## config.mk

```make
export PLATFORM = sky130hd
export DESIGN_NAME = one_to_eight_demux
export DESIGN_NICKNAME = d
export VERILOG_FILES = /design/src/rtl/one_to_eight_demux_pkg.sv /design/src/rtl/one_to_eight_demux_channel_slot.sv /design/src/rtl/one_to_eight_demux.sv
export SDC_FILE = /design/constraint.sdc
export NUM_CORES = 1
export LEC_CHECK = 0
export BUFFER_PORTS_ARGS = -buffer_cell sky130_fd_sc_hd__buf_2
export CAP_MARGIN = 10
export CORE_MARGIN = 2
export CORE_UTILIZATION = 28
export CTS_CLUSTER_SIZE = 30
export DETAILED_ROUTE_END_ITERATION = 12
export HOLD_SLACK_MARGIN = 0.15
export PLACE_DENSITY = 0.55
export SYNTH_ARGS = -nofsm -noshare
export SYNTH_HDL_FRONTEND = slang
export SYNTH_SLANG_ARGS = --single-unit
export TNS_END_PERCENT = 100
```

## constraint.sdc

```tcl
create_clock -name clk -period 2.4 [get_ports clk]
set_input_delay 0.48 -clock clk [delete_from_list [all_inputs] [get_ports clk]]
set_output_delay 0.48 -clock clk [all_outputs]
set_load 0.01 [all_outputs]
```

## src/rtl/one_to_eight_demux_pkg.sv

```systemverilog
// rtl/one_to_eight_demux_pkg.sv - shared constants and slot state type for the 1:8 demux
package one_to_eight_demux_pkg;

    localparam int NUM_CH     = 8;
    localparam int SEL_W      = 3;
    localparam int CNT_W      = 16;
    localparam int DATA_W_DEF = 8;

    typedef enum logic {
        SLOT_EMPTY = 1'b0,
        SLOT_FULL  = 1'b1
    } slot_state_t;

endpackage

```

## src/rtl/one_to_eight_demux_channel_slot.sv

```systemverilog
// rtl/one_to_eight_demux_channel_slot.sv - one-deep holding register with valid flag per channel
module demux_channel_slot
    import one_to_eight_demux_pkg::*;
#(
    parameter int DATA_W = DATA_W_DEF
) (
    input  logic              clk,
    input  logic              rst_n,
    input  logic              load,
    input  logic [DATA_W-1:0] load_data,
    input  logic              out_ready,
    output logic              out_valid,
    output logic [DATA_W-1:0] out_data
);

    slot_state_t       state_q, state_d;
    logic [DATA_W-1:0] data_q, data_d;
    logic              pop;

    always_ff @(posedge clk or negedge rst_n) begin
        if (!rst_n) begin
            state_q <= SLOT_EMPTY;
            data_q  <= '0;
        end else begin
            state_q <= state_d;
            data_q  <= data_d;
        end
    end

    // load is only raised by the top when the slot is empty or popping this cycle
    always_comb begin
        pop     = (state_q == SLOT_FULL) && out_ready;
        state_d = state_q;
        data_d  = data_q;
        if (load) begin
            data_d = load_data;
        end
        case (state_q)
            SLOT_EMPTY: state_d = load ? SLOT_FULL : SLOT_EMPTY;
            SLOT_FULL:  state_d = (pop && !load) ? SLOT_EMPTY : SLOT_FULL;
            default:    state_d = SLOT_EMPTY;
        endcase
    end

    always_comb begin
        out_valid = (state_q == SLOT_FULL);
        out_data  = data_q;
    end

endmodule

```

## src/rtl/one_to_eight_demux.sv

```systemverilog
// rtl/one_to_eight_demux.sv - routes one input byte stream to eight buffered output lanes
module one_to_eight_demux
    import one_to_eight_demux_pkg::*;
#(
    parameter int DATA_W = DATA_W_DEF
) (
    input  logic                     clk,
    input  logic                     rst_n,
    input  logic [DATA_W-1:0]        in_data,
    input  logic [SEL_W-1:0]         in_sel,
    input  logic                     in_valid,
    output logic                     in_ready,
    output logic [NUM_CH*DATA_W-1:0] out_data,
    output logic [NUM_CH-1:0]        out_valid,
    input  logic [NUM_CH-1:0]        out_ready,
    output logic [CNT_W-1:0]         accept_cnt,
    output logic                     busy
);

    logic              accept;
    logic [NUM_CH-1:0] load_vec;
    logic [CNT_W-1:0]  cnt_q, cnt_d;

    // target may take a byte if empty or being drained in the same cycle
    assign in_ready = ~out_valid[in_sel] | out_ready[in_sel];
    assign accept   = in_valid & in_ready;

    for (genvar k = 0; k < NUM_CH; k++) begin : g_slot
        assign load_vec[k] = accept && (in_sel == SEL_W'(k));

        demux_channel_slot #(
            .DATA_W (DATA_W)
        ) u_slot (
            .clk       (clk),
            .rst_n     (rst_n),
            .load      (load_vec[k]),
            .load_data (in_data),
            .out_ready (out_ready[k]),
            .out_valid (out_valid[k]),
            .out_data  (out_data[k*DATA_W +: DATA_W])
        );
    end

    always_comb begin
        cnt_d = cnt_q;
        if (accept) begin
            cnt_d = cnt_q + CNT_W'(1);
        end
    end

    always_ff @(posedge clk or negedge rst_n) begin
        if (!rst_n) begin
            cnt_q <= '0;
        end else begin
            cnt_q <= cnt_d;
        end
    end

    assign accept_cnt = cnt_q;
    assign busy       = |out_valid;

endmodule

```

==> results.toml <==
[route]
dr.pass1.iters = 4
drtAntennaViolNets = 0
vias_per_cell = 4.48
detail_route.iter0.violations = 121
drt-total-wl_um = 8840
vias = 2461
drcViolationCount = 0
wl_per_cell_um = 16.1

[die]
dieArea_sq_um = 13600
initial_core_util_pct = 28.5
rows = 41
num_io_pins = 112
die_h_um = 117
die_w_um = 117
core_area_sq_um = 12500

[timing]
max_freq_mhz = 444
fin_setup_tns_ps = 0
drv_slew = 0
rsz0062_at_grt = "no"
worst_pin_slew_ps = 419
min_period_ps = 2250
setup_viol = 0
hold_viol_final = 0
min_period_over_period_pct = 93.8
finClkSkew_ps = 4.92
maxSlewHeadroom_pct = 72.1

[synth]
synth.yosys.seq_area_share_pct = 61.8
synth_edf_count = 0
synthDistinctLibCells = 25
synthFlopType = "dfrtp_1"
syn_nets = 268
synthCells = 245
synth_async_sr_flop_share_pct = 100
syn_area_sq_um = 3560
ys_warn_count = 0
avgSynthCellArea_sq_um = 14.5
synth_seq_cells = 88

[final_layout]
syn_to_final_growth_pct = 30.9
n_antenna_cell = 0
final_nets = 396
fill_cells = 1225
fin_area_sq_um = 4670
fin_util_pct = 37.3
drive_gt1_share_pct = 56.0

[cts]
h-tree-depth = 3
numCtsBuffers = 9
post-cts-setup-buffers = 0
cts_sinks = 88
cts_tree = "built"
clk_latency_ps = 340
clk_pin_slew_ps = 60
clock_path_buffers = 2
ctsRootBufferMaster = "clkbuf_16"

[worst_setup_path]
r2r-end = "accept_cnt[1]"
path_class = "reg -> out"
cp_top_family = "multiplexers"
cp_max_fo = 3
crit_chain = "nand2b_1, mux4_2, mux2i_2, inv_1, buf_2"
worstSetupPathDepth = 5
setup.worst_path.end_class = "output port"
timing.rr.start = "g_slot[2].u_slot.out_valid"
crit_path_start = "g_slot[2].u_slot.out_valid"
reg2reg_depth = 4
cp_num_buf_inv = 2
start_kind = "flop"
r2r_slack_ps = 570
crit_arrival_ps = 1770
cpMaxStageDelayCell = "mux4_2"
critPathMaxStageDelay_ps = 500
required_ps = 1920

[global_route]
overflow = 0
antenna_found_initial = 0
grt-busiest-layer = "met2"
use_met2_pct = 21.2
grtUsageTotal_pct = 13.9
grt_pass1_vias = 2389
met1_usage_pct = 17.8
grtUsageMet3_pct = 5.20
grt_pass1_wl_um = 13600
grt_max_degree = 44

[power]
leakage_nw = 2.27
power_density_nw_per_um2 = 903
swShare_pct = 28.9
ir_drop_mv = 0.474
power.switching_w = 0.00122
clockPowerShare_pct = 30.3
internal_power_w = 0.00300
combinationalPowerShare_pct = 22.5
sequentialPowerShare_pct = 47.2

[placement]
postPlaceCellArea_sq_um = 4390
numPortBuffers = 111
place_hpwl_um = 6530
gp_congestion = 0.812

[worst_hold_path]
worstHoldStart = "out_ready[1]"
holdPathStages = 3
hp-class = "in -> reg"
min_to = "g_slot[1].u_slot.out_valid"

[job]
max-cap-violations = 0

[status]
outcome = "completed"
stage by stage:
stage	total power [W]	hold slack, ps	setup slack [ps]	std cells
2_1_floorplan	0.00250	184	433	245
4_1_cts	0.00428	415	118	549
5_1_grt	0.00448	438	26.0	549
3_5_place_dp	0.00298	413	248	533
3_3_place_gp	0.00296	415	264	533
6_report	0.00422	430	149	549
cell usage in the layout (no fill, tap or decap), types with 2 or more instances in the layout:
| master | Yosys | layout |
|---|---|---|
| buf_2 | 1 | 110 |
| dfrtp_1 | 88 | 88 |
| mux2_2 | 65 | 65 |
| buf_4 | 8 | 14 |
| nand2_1 | 13 | 13 |
| nand4_1 | 11 | 11 |
| xnor2_1 | 9 | 9 |
| clkbuf_16 | 0 | 9 |
| nand2b_1 | 8 | 8 |
| xor2_1 | 6 | 6 |
| nor2b_1 | 5 | 5 |
| and3_1 | 5 | 5 |
| nor3_1 | 4 | 4 |
| nand3_1 | 3 | 3 |
| o21ai_0 | 3 | 3 |
| mux4_2 | 2 | 2 |
| nor2_1 | 2 | 2 |
| nor3b_2 | 2 | 2 |
| nor4_1 | 2 | 2 |
| nor2_2 | 2 | 2 |
| clkbuf_1 | 0 | 2 |
| clkinv_2 | 0 | 2 |
power groups by stage:
stage	Combinational, W	Clock, W	Sequential (W)
2_1_floorplan	0.000363	0	0.00214
3_3_place_gp	0.000958	0	0.00200
3_5_place_dp	0.000964	0	0.00202
4_1_cts	0.000966	0.00132	0.00199
5_1_grt	0.00105	0.00139	0.00203
6_report	0.000947	0.00128	0.00199
metal layers:
metal  vias to the layer above  share of wire, %
met5                         -                 0
met4                         0               2.0
met3                        17               6.3
met2                        76                47
met1                      1241                44
li1                       1127                 -
timing repair:
| action | in CTS | in global routing |
|---|---|---|
| endpoints found under the setup margin | 0 | 0 |
| gates resized for setup | 0 | 0 |
| hold buffers | 1 | 0 |
| endpoints found under the hold margin | 24 | 0 |
registers in the layout, indices dropped and copies added (netlist names):
register and cells:
accept_cnt 16, g_slot.u_slot.out_valid 8, g_slot.u_slot.out_data 64
synth_stat cells, drive strengths merged (2+ instances only):
master   n  area, sq um
and3     5         31.3
buf      9         65.1
dfrtp   88         2200
mux2    65          732
mux4     2         45.0
nand2   13         48.8
nand2b   8         50.1
nand3    3         15.0
nand4   11         68.8
nor2     4         20.0
nor2b    5         31.3
nor3     4         20.0
nor3b    2         25.0
nor4     2         12.5
o21ai    3         15.0
xnor2    9         78.8
xor2     6         52.6
worst max-delay path by stage:
stage               endpoint
global placement    in_ready
detailed placement  in_ready
global route        in_ready
finish              in_ready
CTS                 in_ready
floorplan           in_ready
final cells by class:
type	count	area, sq um	share of cell area (%)
repair buffers	126	686	14.7
clock inverters	3	18.8	0.402
inverters	1	3.75	0.0805
multi-input cells	147	1290	27.7
well taps	172	215	4.61
clock buffers	12	246	5.28
flip-flops and latches	88	2200	47.2
cell families (layout without fill, tap and decap cells):
logic type / Yosys count / after routing / share of synthesized area [%]
muxes: 68 / 68 / 22.2
xor gates and xnor gates: 15 / 15 / 3.69
buffers and inverters: 10 / 142 / 1.93
DFF: 88 / 88 / 61.8
adders and majority gates: 1 / 1 / 0.351
AOI/OAI and AO/OA: 4 / 4 / 0.667
and+or+nand+nor: 59 / 59 / 9.41
worst min-delay path, delay by kind of cell:
| family | cells | cell delay [ps] |
|---|---|---|
| AND/OR/NAND/NOR | 2 | 180 |
| buffers and inverters | 1 | 70 |
(Power assumes the default switching activity.)
